### config.mk
export PLATFORM = sky130hd
export DESIGN_NAME = decodificador_ad_year_2dig
export DESIGN_NICKNAME = d
export VERILOG_FILES = /design/src/rtl/decodificador_ad_year_2dig.sv
export SDC_FILE = /design/constraint.sdc
export NUM_CORES = 1
export LEC_CHECK = 0
export ABC_AREA = 1
export CORE_MARGIN = 2
export CORE_UTILIZATION = 34
export CTS_BUF_LIST = sky130_fd_sc_hd__clkbuf_2
export CTS_CLUSTER_SIZE = 20
export DETAILED_ROUTE_END_ITERATION = 8
export GPL_TIMING_DRIVEN = 0
export REMOVE_ABC_BUFFERS = 1
export SLEW_MARGIN = 0
export SYNTH_ARGS = -nofsm -noshare
export SYNTH_HDL_FRONTEND = slang
export SYNTH_SLANG_ARGS = --single-unit
### constraint.sdc
create_clock -name clk -period 1.9 [get_ports clk]
set_clock_uncertainty 0.15 [all_clocks]
set_input_delay 0.38 -clock clk [delete_from_list [all_inputs] [get_ports clk]]
set_output_delay 0.38 -clock clk [all_outputs]
set_load 0.005 [all_outputs]
### src/rtl/decodificador_ad_year_2dig.sv
// Packed two-digit BCD year to binary, with digit validation.
// Tens are folded in by repeated +10, then units are added once.
module decodificador_ad_year_2dig #(
    parameter int N = 7
) (
    input  logic         clk,
    input  logic         reset,
    input  logic [7:0]   datos_RTC,
    input  logic         dato_valido,
    output logic         listo,
    output logic [N-1:0] q_bin,
    output logic         carga,
    output logic         error
);

    localparam logic [1:0] IDLE  = 2'd0;
    localparam logic [1:0] CHECK = 2'd1;
    localparam logic [1:0] ACUM  = 2'd2;
    localparam logic [1:0] SUMA  = 2'd3;

    logic [1:0]   state;
    logic [3:0]   dec;
    logic [3:0]   uni;
    logic [3:0]   cnt;
    logic [N-1:0] acc;

    assign listo = (state == IDLE);

    always_ff @(posedge clk or negedge reset) begin
        if (!reset) begin
            state <= IDLE;
            dec   <= '0;
            uni   <= '0;
            cnt   <= '0;
            acc   <= '0;
            q_bin <= '0;
            carga <= 1'b0;
            error <= 1'b0;
        end else begin
            carga <= 1'b0;
            error <= 1'b0;
            unique case (state)
                IDLE: begin
                    if (dato_valido) begin
                        dec   <= datos_RTC[7:4];
                        uni   <= datos_RTC[3:0];
                        state <= CHECK;
                    end
                end
                CHECK: begin
                    // Bad digits leave acc and q_bin exactly as they were
                    if (dec > 4'd9 || uni > 4'd9) begin
                        error <= 1'b1;
                        state <= IDLE;
                    end else begin
                        acc   <= '0;
                        cnt   <= dec;
                        state <= ACUM;
                    end
                end
                ACUM: begin
                    if (cnt == 4'd0) begin
                        state <= SUMA;
                    end else begin
                        acc <= acc + N'(10);
                        cnt <= cnt - 4'd1;
                    end
                end
                SUMA: begin
                    q_bin <= acc + {{(N-4){1'b0}}, uni};
                    carga <= 1'b1;
                    state <= IDLE;
                end
                default: state <= IDLE;
            endcase
        end
    end

endmodule

Word-level counts from Yosys, hierarchy flattened
Cells that the tools add are included.

storage, ports and cells
  register bits after elaboration = 30
  latch bits = 0
  memory bits (writable) = 0
  bits in read-only memories = 0
  input bits = 11
  logic and storage cells = 40
  memories = 0

operators by class
  add/sub/neg operators = 3
  multiply operators = 0
  divide/modulo/power cells = 0
  magnitude comparators = 2
  equal/unequal tests = 7
  shift operators = 0
  multiplexer cells = 13
  bitwise operators = 0
  reduce and logical (&&, ||, !) cells = 7

operators with widths
  operator               count
  $mux W7                2
  $pmux W7 S2            1
  $gt A4 B4 Y1 const B   2
  $mux W4                2
  $ne A2 B2 Y1 const B   4
  $pmux W2 S4            1
  $pmux W4 S2            1
  $add A7 B4 Y7          1
  $add A7 B4 Y7 const B  1
  $mux W2                3
  $eq A2 B2 Y1 const B   2
  $logic_not A4 Y1       1
  $reduce_and A2 Y1      2
  $sub A4 B1 Y4 const B  1
  $mux W1                3
  $reduce_and A3 Y1      1
  $eq A2 B1 Y1 const B   1
  $logic_not A2 Y1       1
  $reduce_bool A2 Y1     1
  $logic_or A1 B1 Y1     1

Logic depth before layout (Yosys ltp)
Gate-level depths: netlist of the first run.

  depth after elaboration = 4
  mapped depth = 9
  mapped depth without buffers = 9

Least setup slack after synthesis of the first run
Ideal clock, no wire load.

  path kind = register to register
  start = register uni[3]
  end = register q_bin[5]
  data arrival time = 1.144 ns
  data required time = 1.634 ns
  setup slack = 0.489 ns
  stages on the path, launching flop included = 8
  buffers on the path = 0
  clock period less this slack = 1.411 ns
  cells stage by stage = dfrtp_1 ha_1 nand2_1 nand3_1 nand2_1 nand2_1 nand2_1 nand2_1

between the ends
  word-level cells in the longest chain between the ends = 1

RTL lines
  what                    RTL line  RTL
  start, declared         23        logic [3:0] uni;
  start signal, assigned  46        uni <= datos_RTC[3:0];
  $add A7 B4 Y7           70        q_bin <= acc + {{(N-4){1'b0}}, uni};
  end signal, assigned    70
  end, declared           11        output logic [N-1:0] q_bin,

Every way passes these cells.
A chain may end at the register's enable or synchronous reset.

Worst setup path after layout of the first run
  start = register q_bin[4]
  end = output q_bin[4]

No word-level cell between the ends.

==> results of run 1 <==
-- cell families (layout without fill, tap and decap cells) --
| family | Yosys count | after routing | share of synthesized area |
|---|---|---|---|
| compound gates | 22 | 22 | 0.0819 |
| mux | 6 | 6 | 0.0571 |
| flops | 29 | 29 | 0.480 |
| buf+inv | 23 | 52 | 0.0653 |
| simple gates | 87 | 87 | 0.269 |
| fa+ha+maj | 5 | 5 | 0.0414 |
| xor+xnor | 1 | 1 | 0.00579 |
-- state kept, by name, summed over array words and instances (netlist names) --
register,cells
dec,4
acc,6
uni,4
error,1
q_bin,7
carga,1
cnt,4
state,2
-- metal layers --
layer  wire [µm]  global-route usage  up-vias
met1        1300               0.157      542
met2        1360               0.217       16
met3         107              0.0456        5
li1            -                   -      611
met4          55              0.0608        0
met5           0                   0        -
-- final cells by class --
| type | count | share of cell area |
|---|---|---|
| clock buffer | 8 | 0.0220 |
| timing repair buffer | 23 | 0.120 |
| inverter | 21 | 0.0460 |
| tap | 52 | 0.0357 |
| sequential | 29 | 0.398 |
| multi-input combinational | 121 | 0.378 |
-- through the flow --
stage	cells	power, µW	TNS, ps	hold WS (ps)
final	254	2950	0	344
after global routing	254	3260	0	379
after CTS	253	3000	0	354
after detailed placement	243	2660	-6750	319
after global placement	243	2610	-6020	314
after floorplan	171	2180	0	-65.6
-- path summary, 6_finish.rpt --
check | startpoint | to | slack, ps
worst max-delay path | q_bin[4]$_DFFE_PN0P_ | q_bin[4] | 140
worst min-delay path | q_bin[6]$_DFFE_PN0P_ | q_bin[6]$_DFFE_PN0P_ | 340
worst max register to register | uni[3]$_DFFE_PN0P_ | q_bin[4]$_DFFE_PN0P_ | 340
worst min register to register | q_bin[6]$_DFFE_PN0P_ | q_bin[6]$_DFFE_PN0P_ | 340
max in group asynchronous | reset | state[1]$_DFFE_PN0P_ | 760
min in group asynchronous | reset | cnt[3]$_DFFE_PN0P_ | 410
-- synth_stat cells --
cell type / count / share of area
o21ai_0: 11 / 0.036
nand2_1: 50 / 0.12
a21boi_0: 1 / 0.0050
xnor2_1: 1 / 0.0058
o21ai_1: 2 / 0.0066
ha_1: 5 / 0.041
a21oi_1: 5 / 0.017
dfrtp_1: 29 / 0.48
o21ai_2: 3 / 0.017
inv_2: 1 / 0.0025
nand2_2: 3 / 0.012
mux2_2: 1 / 0.0074
clkbuf_1: 1 / 0.0025
buf_6: 1 / 0.0074
mux2_4: 5 / 0.050
nor2_2: 1 / 0.0041
nand2_4: 2 / 0.015
nand3_2: 1 / 0.0066
inv_1: 18 / 0.045
nand3_4: 1 / 0.012
nand2_8: 1 / 0.013
nand3_1: 15 / 0.050
inv_4: 2 / 0.0083
nor2_1: 13 / 0.032
-- where the power goes --
group,switching [µW],internal (µW)
Combinational,829,706
Clock,208,109
Sequential,202,900
-- repair_timing --
| action | CTS | global route |
|---|---|---|
| buffers inserted | 2 | 0 |
| hold buffers | 0 | 1 |
| gates resized for setup | 1 | 0 |
| endpoints found under the hold margin | 0 | 29 |
| setup endpoints to repair | 1 | 0 |
==> impl_results.md, run 1 <==
* Status: finished clean
* DR WL/cell at around 11 µm
* Commonest non-fill, non-tap cell in the layout: nand2_1
* Layout net count at 217
* Register clock-pin slew on the reported worst setup and hold paths at 150 ps
* IO Count at 21
* Post-Synthesis Cells at about 170
* Clock Path Buffers at 2
* Yosys reg bits at 29
* Hold Crit Depth at 2
* Max_cap viols at 0
* DRT Wirelength at 2820 µm
* Worst min path class: flop to flop
* GR Overflow Total at 0
* Die area at around 5000 µm²
* Largest net degree at the start of global routing at 30
* Leak at about 0.00093 µW
* Syn-to-layout area delta at 20.4%
* Initial Util at 0.350
* Root Buffer: clkbuf_2
* Peak VDD IR at between 0.4 and 0.5 mV
* Final Util at 0.421
* Cell variety after synth at 24
* Cell Rows at 24
* Multi-input combinational cell area at roughly 690 µm²
* Critical path class: flop to primary output
* RSZ-0062 raised after global routing: no
* Post-synthesis sequential area ratio at 0.480
* Critical path required time at 1370 ps
* H-tree depth at 2
* Family with the most delay on the worst path: buffers and inverters
* Hold Violations, Final at 0
* Cell Pwr Density at ~1600 nW/µm²
* Total track usage at 0.133
* Post-DP Area at 1760 µm²
* Startpoint types: flop
* Pre-Repair DR Iteration Count at 4
* Worst skew pair latency at between 300 and 400 ps
* DRT antenna net count at 0
* Fmax at 569 MHz
* RePlAce Congestion at 0.772
* Final Cell Area at between 1500 and 2000 µm²
* Final setup violation count at 0
* Die H at approximately 70 µm
* Die Wd at between 70 and 80 µm
* Vias per cell at 4.62
* Core ar. at between 4000 and 5000 µm²
* Worst-path maximum fanout at 2
* Share of cells above drive strength 1 at 0.158
* Worst slack, placed at -235 ps
* FILL cells at about 460
* Clk sinks at 29
* Syn avg cell area at 8.74 µm²
* Global-route wire length before repair at around 5200 µm
* Fin crit share at 0.926
* Initial drt markers at 60
* Worst Tran Pin Value at around 650 ps
* Cell Area, Synth at approximately 1500 µm²
* Critical Path, Cell by Cell: clkdlybuf4s50_1
* Slew margin rel. at 0.568
* Ys Warns at 0
* CTS tree: done
* CP Buf/Inv Count at 1
* Commonest non-fill, non-tap cells in the layout: 50 x nand2_1, 29 x dfrtp_1, 18 x inv_1, 18 x clkdlybuf4s50_1, 15 x nand3_1
* Final worst slack at about 140 ps
* Antenna violations before repair at 0
* Worst Reg-to-Reg Cells at 6
* Vias in the first global route at around 1.2k
* Critical Path AT at roughly 1200 ps
* Port buffer count at 20
* DPL Wire Length at 2080 µm
* Max stage delay on crit path at roughly 500 ps
* TritonCTS Buffers at 5
* Minimum clock period at around 1800 ps
* Register Area at between 700 and 800 µm²
* Vias post-DR at between 1k and 1.5k
* Cell count along the critical path at 1
* Slew Limit Fails at 0
* CP max stage cell: clkdlybuf4s50_1
* Crit. End Element: primary output
* Inserted Diodes at 0
* DRC Markers at 0
(Power assumes the default switching activity.)
==> run 2: changes to the inputs <==
CORE_ASPECT_RATIO = 1.4   (was not set)
PLACE_DENSITY_LB_ADDON = 0.15   (was not set)
SLEW_MARGIN = not set   (was 0)
==> impl_results.md, run 2 (same netlist as run 1, synthesis figures left out) <==
* Status: finished clean
* Worst Tran Pin Value at 643 ps (-4.29 ps)
* FILL cells at 435 (-5.6%)
* Critical path class: flop to primary output
* Largest register FFs at 7 (unchanged)
* Critical path required time at 1370 ps (about the same)
* Global-route wire length before repair at 5340 µm (+2.2%)
* Final TNS setup at 0 ps (unchanged)
* Inserted Diodes at 0 (unchanged)
* Die Wd at 60.4 µm (-15%)
* GR Layer Usage met2 at 0.232 (+0.0152)
* Regs by FF count: q_bin: 7 flops, acc: 6 flops
* Peak VDD IR at 0.611 mV (+37%)
* Cell Rows at 28 (+17%)
* Leak at 0.000934 µW (unchanged)
* Core ar. at 4240 µm² (-2.0%)
* CP Buf/Inv Count at 1 (unchanged)
* Final Cell Area at 1830 µm² (+0.55%)
* Hold Violations, Final at 0 (unchanged)
* Total track usage at 0.139 (+0.00632)
* DRC Markers at 0 (unchanged)
* Family with the most delay on the worst path: buffers and inverters
* Critical Path AT at 1240 ps (about the same)
* Worst skew pair latency at 350 ps (about the same)
* RR Startpoint: uni[3]$_DFFE_PN0P_
* Post-DP Area at 1770 µm² (+0.57%)
* Largest net degree at the start of global routing at 30 (unchanged)
* RSZ-0062 raised after global routing: no
* Root Buffer: clkbuf_2
* Syn-to-layout area delta at 21.1%
* Multi-input combinational cell area at 688 µm² (unchanged)
* Layout net count at 217 (unchanged)
* Max stage delay on crit path at 510 ps (about the same)
* Vias in the first global route at 1245 (+3.5%)
* Port buffer count at 20 (unchanged)
* Antenna violations before repair at 0 (unchanged)
* Fin crit share at 0.932 (+0.00592)
* Share of cells above drive strength 1 at 0.158 (unchanged)
* H-tree depth at 2 (unchanged)
* DR WL/cell at 10.9 µm (-1.5%)
* Register Area at 726 µm² (unchanged)
* Crit. End Element: primary output
* GR Util met3 at 0.0436 (-0.00197)
* Startpoint types: flop
* IO Count at 21 (unchanged)
* Initial Util at 0.357 (+0.00702)
* GR Overflow Total at 0 (unchanged)
* Die H at 82.9 µm (+17%)
* Clk sinks at 29 (unchanged)
* Register clock-pin slew on the reported worst setup and hold paths at 140 ps (about the same)
* Slew margin rel. at 0.571 (+0.00286)
* Pre-Repair DR Iteration Count at 4 (unchanged)
* Commonest non-fill, non-tap cell in the layout: nand2_1
* Die area at 5010 µm² (+0.16%)
* Initial drt markers at 43 (-28%)
* DPL Wire Length at 2120 µm (+2.1%)
* RePlAce Congestion at 0.814 (+5.5%)
* CTS tree: done
* DRT Wirelength at 2870 µm (+1.6%)
* Vias per cell at 4.48 (-3.0%)
* Worst min path class: flop to flop
* Met1 global-route usage at 0.160 (+0.00274)
* Final setup violation count at 0 (unchanged)
* Critical Path, Cell by Cell: clkdlybuf4s50_1
* Cell Pwr Density at 1610 nW/µm² (-0.48%)
* Final Util at 0.432 (+0.0108)
* Clock Path Buffers at 2 (unchanged)
* TritonCTS Buffers at 5 (unchanged)
* CP max stage cell: clkdlybuf4s50_1
* Max_cap viols at 0 (unchanged)
* Worst Setup SP: q_bin[1]$_DFFE_PN0P_
* GRT busiest layer: met2
* Slew Limit Fails at 0 (unchanged)
* Commonest non-fill, non-tap cells in the layout: 50 x nand2_1, 29 x dfrtp_1, 18 x inv_1, 18 x clkdlybuf4s50_1, 15 x nand3_1
* Vias post-DR at 1175 (+0.085%)
* Worst hold slack at 351 ps (+6.88 ps)
* Minimum clock period at 1770 ps (+11.3 ps)
* Hold Path Origin: q_bin[6]$_DFFE_PN0P_
* Largest Register: q_bin
* DRT antenna net count at 0 (unchanged)
* Fmax at 565 MHz (-0.64%)
* Worst-path maximum fanout at 2 (unchanged)
-- run 2: tightest hold or removal path, stage by stage, from the launching register on --
cell and delay, ps:
dfrtp_1 370, nand2_1 60, nand2_1 50
-- run 2: area by class of cell --
type	instances	share of cell area
Clock buffer	8	0.0219
Inverter	21	0.0458
Multi-Input combinational cell	121	0.376
Sequential cell	29	0.396
Tap cell	60	0.0410
Timing Repair Buffer	23	0.120
-- run 2: worst paths after layout --
| check | end | slack [ps] | depth (start not counted) |
|---|---|---|---|
| worst max register to register | q_bin[5]$_DFFE_PN0P_ | 340 | 7 |
| worst max-delay path | q_bin[1] | 130 | 1 |
| max in group asynchronous | carga$_DFF_PN0_ | 770 | 2 |
| min in group asynchronous | error$_DFF_PN0_ | 420 | 2 |
| worst min-delay path | q_bin[6]$_DFFE_PN0P_ | 350 | 2 |
| worst min register to register | q_bin[6]$_DFFE_PN0P_ | 350 | 2 |
-- run 2: repair_timing --
action                                  4_1_cts  5_1_grt
hold endpoints to repair                      0       29
hold buffers                                  0        1
endpoints found under the setup margin        1        0
setup buffers                                 2        0
gates resized for setup                       1        0
-- run 2: power by group --
part / total (µW) / switching [µW] / internal, µW / leakage, µW
Combinational: 1540 / 834 / 705 / 0.000541
Clock: 315 / 206 / 109 / 0.0000332
Sequential: 1100 / 202 / 900 / 0.000360
-- run 2: metrics by stage --
stage	instances	power, µW	worst slack (ps)
2_1_floorplan	171	2180	485
3_3_place_gp	251	2610	-193
3_5_place_dp	251	2660	-208
4_1_cts	261	3010	98.2
5_1_grt	262	3290	67.1
6_report	262	2960	130
-- run 2: routing by layer --
layer	vias to the layer above	share of wire
met3	5	0.031
li1	605	-
met5	-	0
met1	549	0.43
met2	16	0.52
met4	0	0.017
